`src/rtl/md_pkg.sv`:
```
// Shared encodings for the multiply/divide scheduler: MD classes, unit opcodes, FSM states.
package md_pkg;

    localparam int CNT_W = 5;

    typedef enum logic [3:0] {
        MD_NONE  = 4'd0,
        MD_MULT  = 4'd1,
        MD_MULTU = 4'd2,
        MD_DIV   = 4'd3,
        MD_DIVU  = 4'd4,
        MD_MFHI  = 4'd5,
        MD_MFLO  = 4'd6,
        MD_MTHI  = 4'd7,
        MD_MTLO  = 4'd8
    } md_cls_e;

    typedef enum logic [2:0] {
        OP_MULTU = 3'b000,
        OP_MULT  = 3'b001,
        OP_DIVU  = 3'b010,
        OP_DIV   = 3'b011
    } md_op_e;

    typedef enum logic {
        ST_IDLE = 1'b0,
        ST_RUN  = 1'b1
    } md_state_e;

endpackage

```
`src/rtl/md_scheduler_if.sv`:
```
// Pipeline/MD-unit/hazard-unit signals of the MD scheduler; slave is the scheduler side.
interface md_scheduler_if;
    import md_pkg::*;

    logic       e_valid;
    md_cls_e    e_mdcls;
    logic       d_md_use;
    logic       flush;
    logic       md_start;
    logic [2:0] md_op;
    logic       hi_write;
    logic       lo_write;
    logic       commit;
    logic       busy;
    logic       stall_d;
    logic       err;

    modport master (
        output e_valid, e_mdcls, d_md_use, flush,
        input  md_start, md_op, hi_write, lo_write, commit, busy, stall_d, err
    );

    modport slave (
        input  e_valid, e_mdcls, d_md_use, flush,
        output md_start, md_op, hi_write, lo_write, commit, busy, stall_d, err
    );

endinterface

```
`src/rtl/md_lat_counter.sv`:
```
// Operation latency counter: loads the MUL/DIV latency, counts down, flags the final busy cycle.
module md_lat_counter
    import md_pkg::*;
#(
    parameter int MUL_LAT = 5,
    parameter int DIV_LAT = 10
) (
    input  logic             clk,
    input  logic             reset,
    input  logic             load,
    input  logic             is_div,
    input  logic             clear,
    output logic [CNT_W-1:0] cnt,
    output logic             last
);

    localparam logic [CNT_W-1:0] MUL_L = CNT_W'(MUL_LAT);
    localparam logic [CNT_W-1:0] DIV_L = CNT_W'(DIV_LAT);

    always_ff @(posedge clk) begin
        if (reset || clear)
            cnt <= '0;
        else if (load)
            cnt <= is_div ? DIV_L : MUL_L;
        else if (cnt != '0)
            cnt <= cnt - 1'b1;
    end

    assign last = (cnt == CNT_W'(1));

endmodule

```
`src/rtl/md_scheduler.sv`:
```
// MD unit sequencing: start/opcode decode, HI/LO strobes, latency tracking, commit and D-stall.
// Optional MD_CANCEL_EN: a flush during RUN aborts the in-flight operation without commit.
module md_scheduler
    import md_pkg::*;
#(
    parameter int MUL_LAT = 5,
    parameter int DIV_LAT = 10
) (
    input  logic           clk,
    input  logic           reset,
    md_scheduler_if.slave  bus
);

    md_state_e        state;
    logic             err_q;
    logic [CNT_W-1:0] cnt;
    logic             last;
    logic             live, run, is_mul, is_div, cancel, viol;

    assign live   = bus.e_valid & ~bus.flush;
    assign run    = (state == ST_RUN);
    assign is_mul = (bus.e_mdcls == MD_MULT) | (bus.e_mdcls == MD_MULTU);
    assign is_div = (bus.e_mdcls == MD_DIV)  | (bus.e_mdcls == MD_DIVU);
    assign viol   = run & live & (bus.e_mdcls != MD_NONE) &
                    (bus.e_mdcls != MD_MFHI) & (bus.e_mdcls != MD_MFLO);

`ifdef MD_CANCEL_EN
    assign cancel = run & bus.flush;
`else
    assign cancel = 1'b0;
`endif

    // Every output is forced low in a reset cycle, even ones derived from stale state.
    always_comb begin
        bus.md_start = ~reset & ~run & live & (is_mul | is_div);
        bus.hi_write = ~reset & ~run & live & (bus.e_mdcls == MD_MTHI);
        bus.lo_write = ~reset & ~run & live & (bus.e_mdcls == MD_MTLO);
        bus.md_op    = 3'b000;
        if (bus.md_start) begin
            case (bus.e_mdcls)
                MD_MULT:  bus.md_op = OP_MULT;
                MD_DIVU:  bus.md_op = OP_DIVU;
                MD_DIV:   bus.md_op = OP_DIV;
                default:  bus.md_op = OP_MULTU;
            endcase
        end
        bus.commit  = ~reset & run & last & ~cancel;
        bus.busy    = ~reset & run;
        bus.stall_d = ~reset & bus.d_md_use & (run | bus.md_start);
        bus.err     = ~reset & err_q;
    end

    always_ff @(posedge clk) begin
        if (reset) begin
            state <= ST_IDLE;
            err_q <= 1'b0;
        end else begin
            if (viol)
                err_q <= 1'b1;
            case (state)
                ST_IDLE: if (bus.md_start) state <= ST_RUN;
                ST_RUN:  if (cancel || last) state <= ST_IDLE;
                default: state <= ST_IDLE;
            endcase
        end
    end

    md_lat_counter #(
        .MUL_LAT (MUL_LAT),
        .DIV_LAT (DIV_LAT)
    ) u_cnt (
        .clk    (clk),
        .reset  (reset),
        .load   (bus.md_start),
        .is_div (is_div),
        .clear  (cancel),
        .cnt    (cnt),
        .last   (last)
    );

endmodule

```
`src/flat_wrapper.sv`:
```
// flat-port wrapper written by rule: the top's interface ports become plain ports
module md_scheduler_flat import md_pkg::*;
#(
    parameter int MUL_LAT = 5,
    parameter int DIV_LAT = 10
)
  (clk, reset, bus_e_valid, bus_e_mdcls, bus_d_md_use, bus_flush, bus_md_start, bus_md_op, bus_hi_write, bus_lo_write, bus_commit, bus_busy, bus_stall_d, bus_err);
  md_scheduler_if bus_i ();
  input  logic clk;
  input  logic reset;
  input wire logic [$bits(bus_i.e_valid)-1:0] bus_e_valid;
  input wire logic [$bits(bus_i.e_mdcls)-1:0] bus_e_mdcls;
  input wire logic [$bits(bus_i.d_md_use)-1:0] bus_d_md_use;
  input wire logic [$bits(bus_i.flush)-1:0] bus_flush;
  output wire logic [$bits(bus_i.md_start)-1:0] bus_md_start;
  output wire logic [$bits(bus_i.md_op)-1:0] bus_md_op;
  output wire logic [$bits(bus_i.hi_write)-1:0] bus_hi_write;
  output wire logic [$bits(bus_i.lo_write)-1:0] bus_lo_write;
  output wire logic [$bits(bus_i.commit)-1:0] bus_commit;
  output wire logic [$bits(bus_i.busy)-1:0] bus_busy;
  output wire logic [$bits(bus_i.stall_d)-1:0] bus_stall_d;
  output wire logic [$bits(bus_i.err)-1:0] bus_err;
  assign bus_i.e_valid = bus_e_valid;
  assign bus_i.e_mdcls = bus_e_mdcls;
  assign bus_i.d_md_use = bus_d_md_use;
  assign bus_i.flush = bus_flush;
  assign bus_md_start = bus_i.md_start;
  assign bus_md_op = bus_i.md_op;
  assign bus_hi_write = bus_i.hi_write;
  assign bus_lo_write = bus_i.lo_write;
  assign bus_commit = bus_i.commit;
  assign bus_busy = bus_i.busy;
  assign bus_stall_d = bus_i.stall_d;
  assign bus_err = bus_i.err;
  md_scheduler #(.MUL_LAT(MUL_LAT), .DIV_LAT(DIV_LAT)) u_core (.clk(clk), .reset(reset), .bus(bus_i));
endmodule
```
`config.mk`:
```
export PLATFORM = sky130hd
export DESIGN_NAME = md_scheduler_flat
export DESIGN_NICKNAME = d
export VERILOG_FILES = /design/src/rtl/md_pkg.sv /design/src/rtl/md_scheduler_if.sv /design/src/rtl/md_lat_counter.sv /design/src/rtl/md_scheduler.sv /design/src/flat_wrapper.sv
export SDC_FILE = /design/constraint.sdc
export NUM_CORES = 1
export LEC_CHECK = 0
export BUFFER_PORTS_ARGS = -buffer_cell sky130_fd_sc_hd__buf_2
export CAP_MARGIN = 20
export CORE_AREA = 2 2 39 41
export DETAILED_ROUTE_END_ITERATION = 8
export DIE_AREA = 0 0 41 43
export PLACE_DENSITY = 0.61
export SLEW_MARGIN = 15
export SYNTH_ARGS = -nofsm -noshare
export SYNTH_HDL_FRONTEND = slang
export SYNTH_SLANG_ARGS = --single-unit
```
`constraint.sdc`:
```
create_clock -name clk -period 2.3 [get_ports clk]
set_clock_uncertainty 0.1 [all_clocks]
set_input_delay 0.115 -clock clk [delete_from_list [all_inputs] [get_ports clk]]
set_output_delay 0.115 -clock clk [all_outputs]
set_load 0.03 [all_outputs]
```
[Word-level counts from Yosys, hierarchy flattened]
Cells that the tools add are included.
Word-level totals
  flip-flop bits (word level): 7
  latch bits: 0
  RAM bits: 0
  ROM bits: 0
  input port bits: 9
  word-level logic and storage cells: 46
  memories kept: 0
Cells by class
  add/sub/neg operators: 1
  $mul: 0
  divide/modulo/power cells: 0
  $lt $le $gt $ge: 0
  eq/ne operators: 9
  shift-type cells: 0
  mux-type cells: 8
  bitwise logic cells: 22
  reduce and logical (&&, ||, !) cells: 3
Operator list (count)
  1-bit bitwise AND: 15
  5-bit 2-to-1 mux: 2
  4-bit by 2-bit equality test with 1-bit output, second input constant: 2
  4-bit by 3-bit equality test with 1-bit output, second input constant: 2
  4-bit by 3-bit != test with 1-bit output, second input constant: 2
  2-bit case mux with 3 select lines: 1
  5-bit by 1-bit equality test with 1-bit output, second input constant: 1
  5-bit nonzero test: 1
  5-bit by 1-bit subtractor with 5-bit output, second input constant: 1
  4-bit by 1-bit equality test with 1-bit output, second input constant: 1
  4-bit equality test, second input constant: 1
  4-bit 2-to-1 mux: 1
  1-bit OR: 4
  4-bit nonzero test: 1
  1-bit inverter: 3
  1-bit 2-to-1 mux: 2
  2-bit 2-to-1 mux: 1
  1-bit case mux with 2 select lines: 1
  2-bit nonzero test: 1

[Longest topological paths before layout]
Gate-level depths: netlist (run 1).
  word-level depth: 6
  depth in mapped cells: 6
  mapped depth without buffers: 5

[Cells and area by module]
A second synthesis (run 1) with hierarchy kept.
Second synthesis, totals
  cells, all modules: 58
  area total of the unflattened synthesis: 520.5 µm²
Modules (own cells, without submodules)
  md_lat_counter: times used 1, cells each 29, area an instance 284.0 µm², seq. area each 100.1 µm²
  md_scheduler: times used 1, cells each 29, area an instance 236.5 µm², seq. area each 40.0 µm²

[Least setup slack after synthesis (run 1)]
OpenSTA, ideal clock, no wires.
  kind: reg2out
  from: register u_core.state (netlist: u_core.run)
  to: output bus_md_op[0]
  arrival: 1954 ps
  required time: 2085 ps
  slack: 131 ps
  stages on the path, launching flop included: 3
  buffers on the path: 0
  cells stage by stage: dfxtp_1 > or4b_4 > nor4b_1
Between the ends
  cells in the longest elaborated chain, start to end: 5
Ends and longest elaborated chain
  start: declaration: line md_scheduler.sv:14  | md_state_e state;
  start signal: assignment: line md_scheduler.sv:55  | state <= ST_IDLE;
  start signal: assignment: line md_scheduler.sv:61  | ST_IDLE: if (bus.md_start) state <= ST_RUN;
  start signal: assignment: line md_scheduler.sv:62  | ST_RUN: if (cancel || last) state <= ST_IDLE;
  1-bit inverter: line md_scheduler.sv:35  | bus.md_start = ~reset & ~run & live & (is_mul | is_div);
  1-bit bitwise AND (3 in series): line md_scheduler.sv:35
  2-bit 2-to-1 mux: line md_scheduler.sv:39  | if (bus.md_start) begin
  end: declaration: line flat_wrapper.sv:16  | output wire logic [$bits(bus_i.md_op)-1:0] bus_md_op;
No other way between the ends.

[Worst setup path in the final report (run 1)]
  from: register u_core.state (netlist: u_core.run)
  to: output bus_stall_d
Between the ends
  cells in the longest elaborated chain, start to end: 6
Ends and longest elaborated chain
  1-bit inverter: line md_scheduler.sv:35
  1-bit bitwise AND (3 in series): line md_scheduler.sv:35
  1-bit OR *: line md_scheduler.sv:49  | bus.stall_d = ~reset & bus.d_md_use & (run | bus.md_start);
  1-bit bitwise AND *: line md_scheduler.sv:49
  end: declaration: line flat_wrapper.sv:21  | output wire logic [$bits(bus_i.stall_d)-1:0] bus_stall_d;
Mark *: on every way between the ends. The rest lies on a longest branch, timed or not.

==> summary.txt, run 1 <==
Status = complete, no violations
Flop2flop setup slack = 0.39 ns
Crit path launch type = flop
Max-slew violation count = 0
Maximum vdd drop = 0.476 mV
Top achievable clock speed = 471 MHz
Vias in the first global route = 469
CP cell instances = or4b_4 -> a211oi_2 -> o211a_1 -> buf_2
Die area = 1760 sq um
Origin of the critical flop-to-flop path = u_core.run
Crit path kind = reg -> out
Critical path depth in cells = 4
Hold buffer count at CTS = 0
First DRT Iteration DRCs = 13
Layout Nets = 94
Async SR Flop Fraction = 0
Fillers = 152
Critical Path Slowest Stage Cell = or4b_4
H-tree depth = 1
Post-synthesis mux area share = 0
DR WL/cell = 11.3 microns
Clock latency on the worst-skew pair = 0.25 ns
Tcrit/Tclk final = 0.922
Pwr Total = 0.557 mW
Initial Util = 0.373
I/O Pins = 19
Routability Congestion = 0.779
Diode count = 0
Xor and xnor area share after synthesis = 0.0340
CTS tree = done
Post-Syn Area = 515 sq um
Largest family of logic cells by synthesized area = simple AND/OR/NAND/NOR gates
Multi-input gate area = 329 sq um
Post-synth EDFFs = 0
PD cells = 873 nW/um^2
Cts bufs inserted = 3
Min-delay src = bus_e_valid
Synth top cells by count = dfxtp_1, inv_1, nor3_1
CTS-repair resized insts = 0
Die span in x = 41 microns
Final setup TNS = 0 ns
Via Count = 498
Vias/cell = 5.08
Share of cells above drive strength 1 = 0.341
Count leader, synth = dfxtp_1
Pin count of the biggest net entering global routing = 9
#FFs+latches synth = 7
DR pass1 iterations = 4
Worst hold stages = 2
GRT Total Usage = 0.147
Cell taking the most area after synthesis = dfxtp_1
Worst Path Max Fanout = 6
Synth Instances = 62
Critical Path RT = 2.09 ns
Largest delay share family, worst path = simple AND/OR/NAND/NOR gates
Area delta synth->final = 23.8%
Min-delay worst type = in -> reg
Pre-CTS setup slack = 0.390 ns
First-pass GRT wire length = 1.79 mm
Compound-Gate Fraction of Synth Area = 0.245
Num rows = 14
Setup-failing EPs final = 0
Hold slack = 0.0286 ns
CTS Sinks = 7
Final routed DRC violation total = 0
Worst Hold Path EP = u_core.err_q
Post-synthesis sequential area ratio = 0.272
Clock Path Buffers = 2
Initial antenna violation count = 0
CP max stage delay = 0.58 ns
Setup WS post-layout = 0.178 ns
Final ANT Viol Nets = 0
Top_reg_cell synth = dfxtp_1
Synth unique cells = 37
Max cap viols = 0
Leakage = 0.337 nW
Syn nets = 73
CP bufs+invs = 1
Unrepaired setup endpoints after global routing = no
Synth top area share = 0.272
Clock Tree Root = clkbuf_4
Register Area = 140 sq um
Clk slew on worst S/H paths = 0.05 ns
Avg Inst Size Synth = 8.31 sq um
R2R Path End = u_core.u_cnt.cnt[3]
Min cycle time layout = 2.12 ns
Synth Area in Adders = 0.0485
Crit. End Element = primary output
Reg2reg path depth = 5
Final HPWL from detailed placement = 874 microns
Total Wirelength = 1.11 mm
Gr ovfl total = 0
Setup bufs post-CTS = 0
Top cells by area, synth = dfxtp_1, ha_1, nor3_1
IO buf count = 17
Core Region = 1380 sq um
Synth Warn # = 0
Critical Path AT = 1.91 ns
Synth Area in Simple Gates = 0.303
Endpoints failing hold = 0
Die Height = 43 microns
==> cell families (layout without fill, tap and decap cells) <==
group,Yosys count,in the layout
other,1,1
adder cells (fa/ha/maj),2,2
AO/OA/AOI/OAI,16,16
flip-flops,7,7
buffers and inverters,9,29
AND/OR/NAND/NOR,25,25
XOR/XNOR,2,2
==> routing by layer <==
metal | vias up | global-route usage | wire, microns
li1 | 261 | - | -
met1 | 217 | 0.162 | 475
met2 | 16 | 0.253 | 545
met3 | 4 | 0.0157 | 65
met4 | 0 | 0.0800 | 19
met5 | - | 0 | 0
==> state kept, by name, summed over array words and instances, names as in the netlist <==
signal / count
u_core.err_q: 1
u_core.run: 1
u_core.u_cnt.cnt: 5
==> cell usage in the layout, fill, tap and decap left out, types with 2 or more instances in the layout <==
master / synthesis / final
nor2_1: 3 / 3
buf_4: 1 / 2
inv_1: 6 / 6
nor3_1: 5 / 5
clkbuf_4: 0 / 3
buf_2: 1 / 17
o211a_1: 2 / 2
a21oi_1: 3 / 3
ha_1: 2 / 2
and2b_1: 2 / 2
nand2_1: 3 / 3
nand3b_1: 2 / 2
dfxtp_1: 7 / 7
==> stage by stage <==
step | utilization | instance area (sq um) | cells
floorplan | - | 515 | 62
global placement | 0.442 | 612 | 94
detailed placement | 0.442 | 612 | 94
CTS | 0.461 | 638 | 98
global route | 0.461 | 638 | 98
finish | 0.461 | 638 | 98
==> layout make-up <==
type | instances | share of cell area
Multi-Input combinational cell | 46 | 0.516
Sequential cell | 7 | 0.220
Timing Repair Buffer | 19 | 0.157
Clock buffer | 4 | 0.0412
Inverter | 6 | 0.0353
Tap cell | 16 | 0.0314
==> where the power goes <==
group / switching, mW / internal, mW
sequential: 0.0275 / 0.151
clock: 0.0473 / 0.0663
combinational: 0.139 / 0.126
==> worst max-delay path by stage <==
stage               start                  end  slack, ns
2_1_floorplan  u_core.run         bus_md_op[0]       0.13
3_3_place_gp   u_core.run  u_core.u_cnt.cnt[3]       0.46
3_5_place_dp   u_core.run  u_core.u_cnt.cnt[3]       0.39
4_1_cts        u_core.run          bus_stall_d       0.16
5_1_grt        u_core.run          bus_stall_d       0.08
6_report       u_core.run          bus_stall_d       0.18
No activity file was read; power rests on OpenSTA's default activity.
==> inputs of run 2 (changes only) <==
CORE_AREA = 8 8 45 47   (was 2 2 39 41)
DIE_AREA = 0 0 53 55   (was 0 0 41 43)
==> summary.txt, run 2 (synthesized netlist as in run 1, its figures left out) <==
Max reg flops = 5
Vias/cell = 5.17
Core Region = 1380 sq um
Critical Path AT = 1.88 ns
Setup bufs post-CTS = 0
Total Wirelength = 1.22 mm
Num rows = 14
Hold buffer count at CTS = 0
Crit path kind = reg -> out
Register with the most flip-flops = u_core.u_cnt.cnt
Crit. End Element = primary output
CP max stage delay = 0.58 ns
Clk slew on worst S/H paths = 0.05 ns
Placed cell areas = 612 sq um
CP cell instances = or4b_4 -> a211oi_2 -> o211a_1 -> buf_2
Area delta synth->final = 23.8%
Cts bufs inserted = 3
Max cap viols = 0
Post-route cell area = 638 sq um
Share of cells above drive strength 1 = 0.341
Final routed DRC violation total = 0
Endpoints failing hold = 0
Layout Nets = 94
DR WL/cell = 12.5 microns
PD cells = 871 nW/um^2
Via Count = 507
Initial Util = 0.373
Initial antenna violation count = 0
Clock Path Buffers = 2
GRT Total Usage = 0.0919
IO buf count = 17
I/O Pins = 19
Worst Path Max Fanout = 6
Crit path launch type = flop
Final non-filler cell total = 98
CTS tree = done
DR pass1 iterations = 4
CTS-repair resized insts = 0
H-tree depth = 1
Die Height = 55 microns
Clock Tree Root = clkbuf_4
Final ANT Viol Nets = 0
First-pass GRT wire length = 2.05 mm
Status = complete, no violations
Maximum vdd drop = 0.600 mV
Vias in the first global route = 466
Gr ovfl total = 0
Final HPWL from detailed placement = 972 microns
DP Cell Count = 94
Fillers = 139
Final setup TNS = 0 ns
Routability Congestion = 0.753
Die span in x = 53 microns
Max-slew violation count = 0
Clock latency on the worst-skew pair = 0.25 ns
Die area = 2920 sq um
Min-delay worst type = in -> reg
Unrepaired setup endpoints after global routing = no
Tcrit/Tclk final = 0.913
Critical Path RT = 2.09 ns
Pin count of the biggest net entering global routing = 9
Top achievable clock speed = 476 MHz
Hold slack = 0.0227 ns
CTS Sinks = 7
Critical Path Slowest Stage Cell = or4b_4
Min cycle time layout = 2.10 ns
Diode count = 0
Leakage = 0.337 nW
Commonest cells after routing, fill and taps aside = buf_2, dfxtp_1, inv_1, nor3_1
First DRT Iteration DRCs = 9
Commonest non-fill, non-tap cell in the layout = buf_2
Setup-failing EPs final = 0
-- run 2: metal layers --
layer	share of wire	vias up	wire length, microns	GRT usage
met5	0	-	0	0
met4	0.0066	0	8	0.0647
met3	0.10	2	125	0.0214
met2	0.45	19	548	0.141
met1	0.44	223	538	0.111
li1	-	263	-	-
-- run 2: report_power, final --
group | switching, mW | internal [mW] | leakage (nW) | total, mW
registers | 0.0270 | 0.151 | 0.0573 | 0.178
clock network | 0.0481 | 0.0664 | 0.0150 | 0.114
logic | 0.138 | 0.126 | 0.265 | 0.263
-- run 2: worst max-delay path, delay by kind of cell, from the launching register on --
family,cells,cell delay (ns)
simple gates,1,0.58
flops,1,0.33
buf+inv,1,0.19
compound gates,2,0.53
-- run 2: cell type report --
cell class / count / area (sq um) / area share
clock buffer: 4 / 26.3 / 0.0412
timing repair buffer: 19 / 100 / 0.157
multi-input combinational: 46 / 329 / 0.516
inverter: 6 / 22.5 / 0.0353
tap: 16 / 20.0 / 0.0314
sequential: 7 / 140 / 0.220
-- run 2: worst paths after layout --
kind | start | to | slack [ns] | cells after the start
min reg2reg | u_core.u_cnt.cnt[4] | u_core.u_cnt.cnt[4] | 0.34 | 2
max | u_core.run | bus_stall_d | 0.20 | 4
min | reset | u_core.u_cnt.cnt[0] | 0.02 | 2
max reg2reg | u_core.run | u_core.u_cnt.cnt[3] | 0.41 | 5
-- run 2: metrics by stage --
step / setup WS [ns] / power, mW / util
2_1_floorplan: 0.131 / 0.379 / -
3_3_place_gp: 0.494 / 0.441 / 0.442
3_5_place_dp: 0.413 / 0.442 / 0.442
4_1_cts: 0.172 / 0.560 / 0.461
5_1_grt: 0.0764 / 0.609 / 0.461
6_report: 0.201 / 0.556 / 0.461
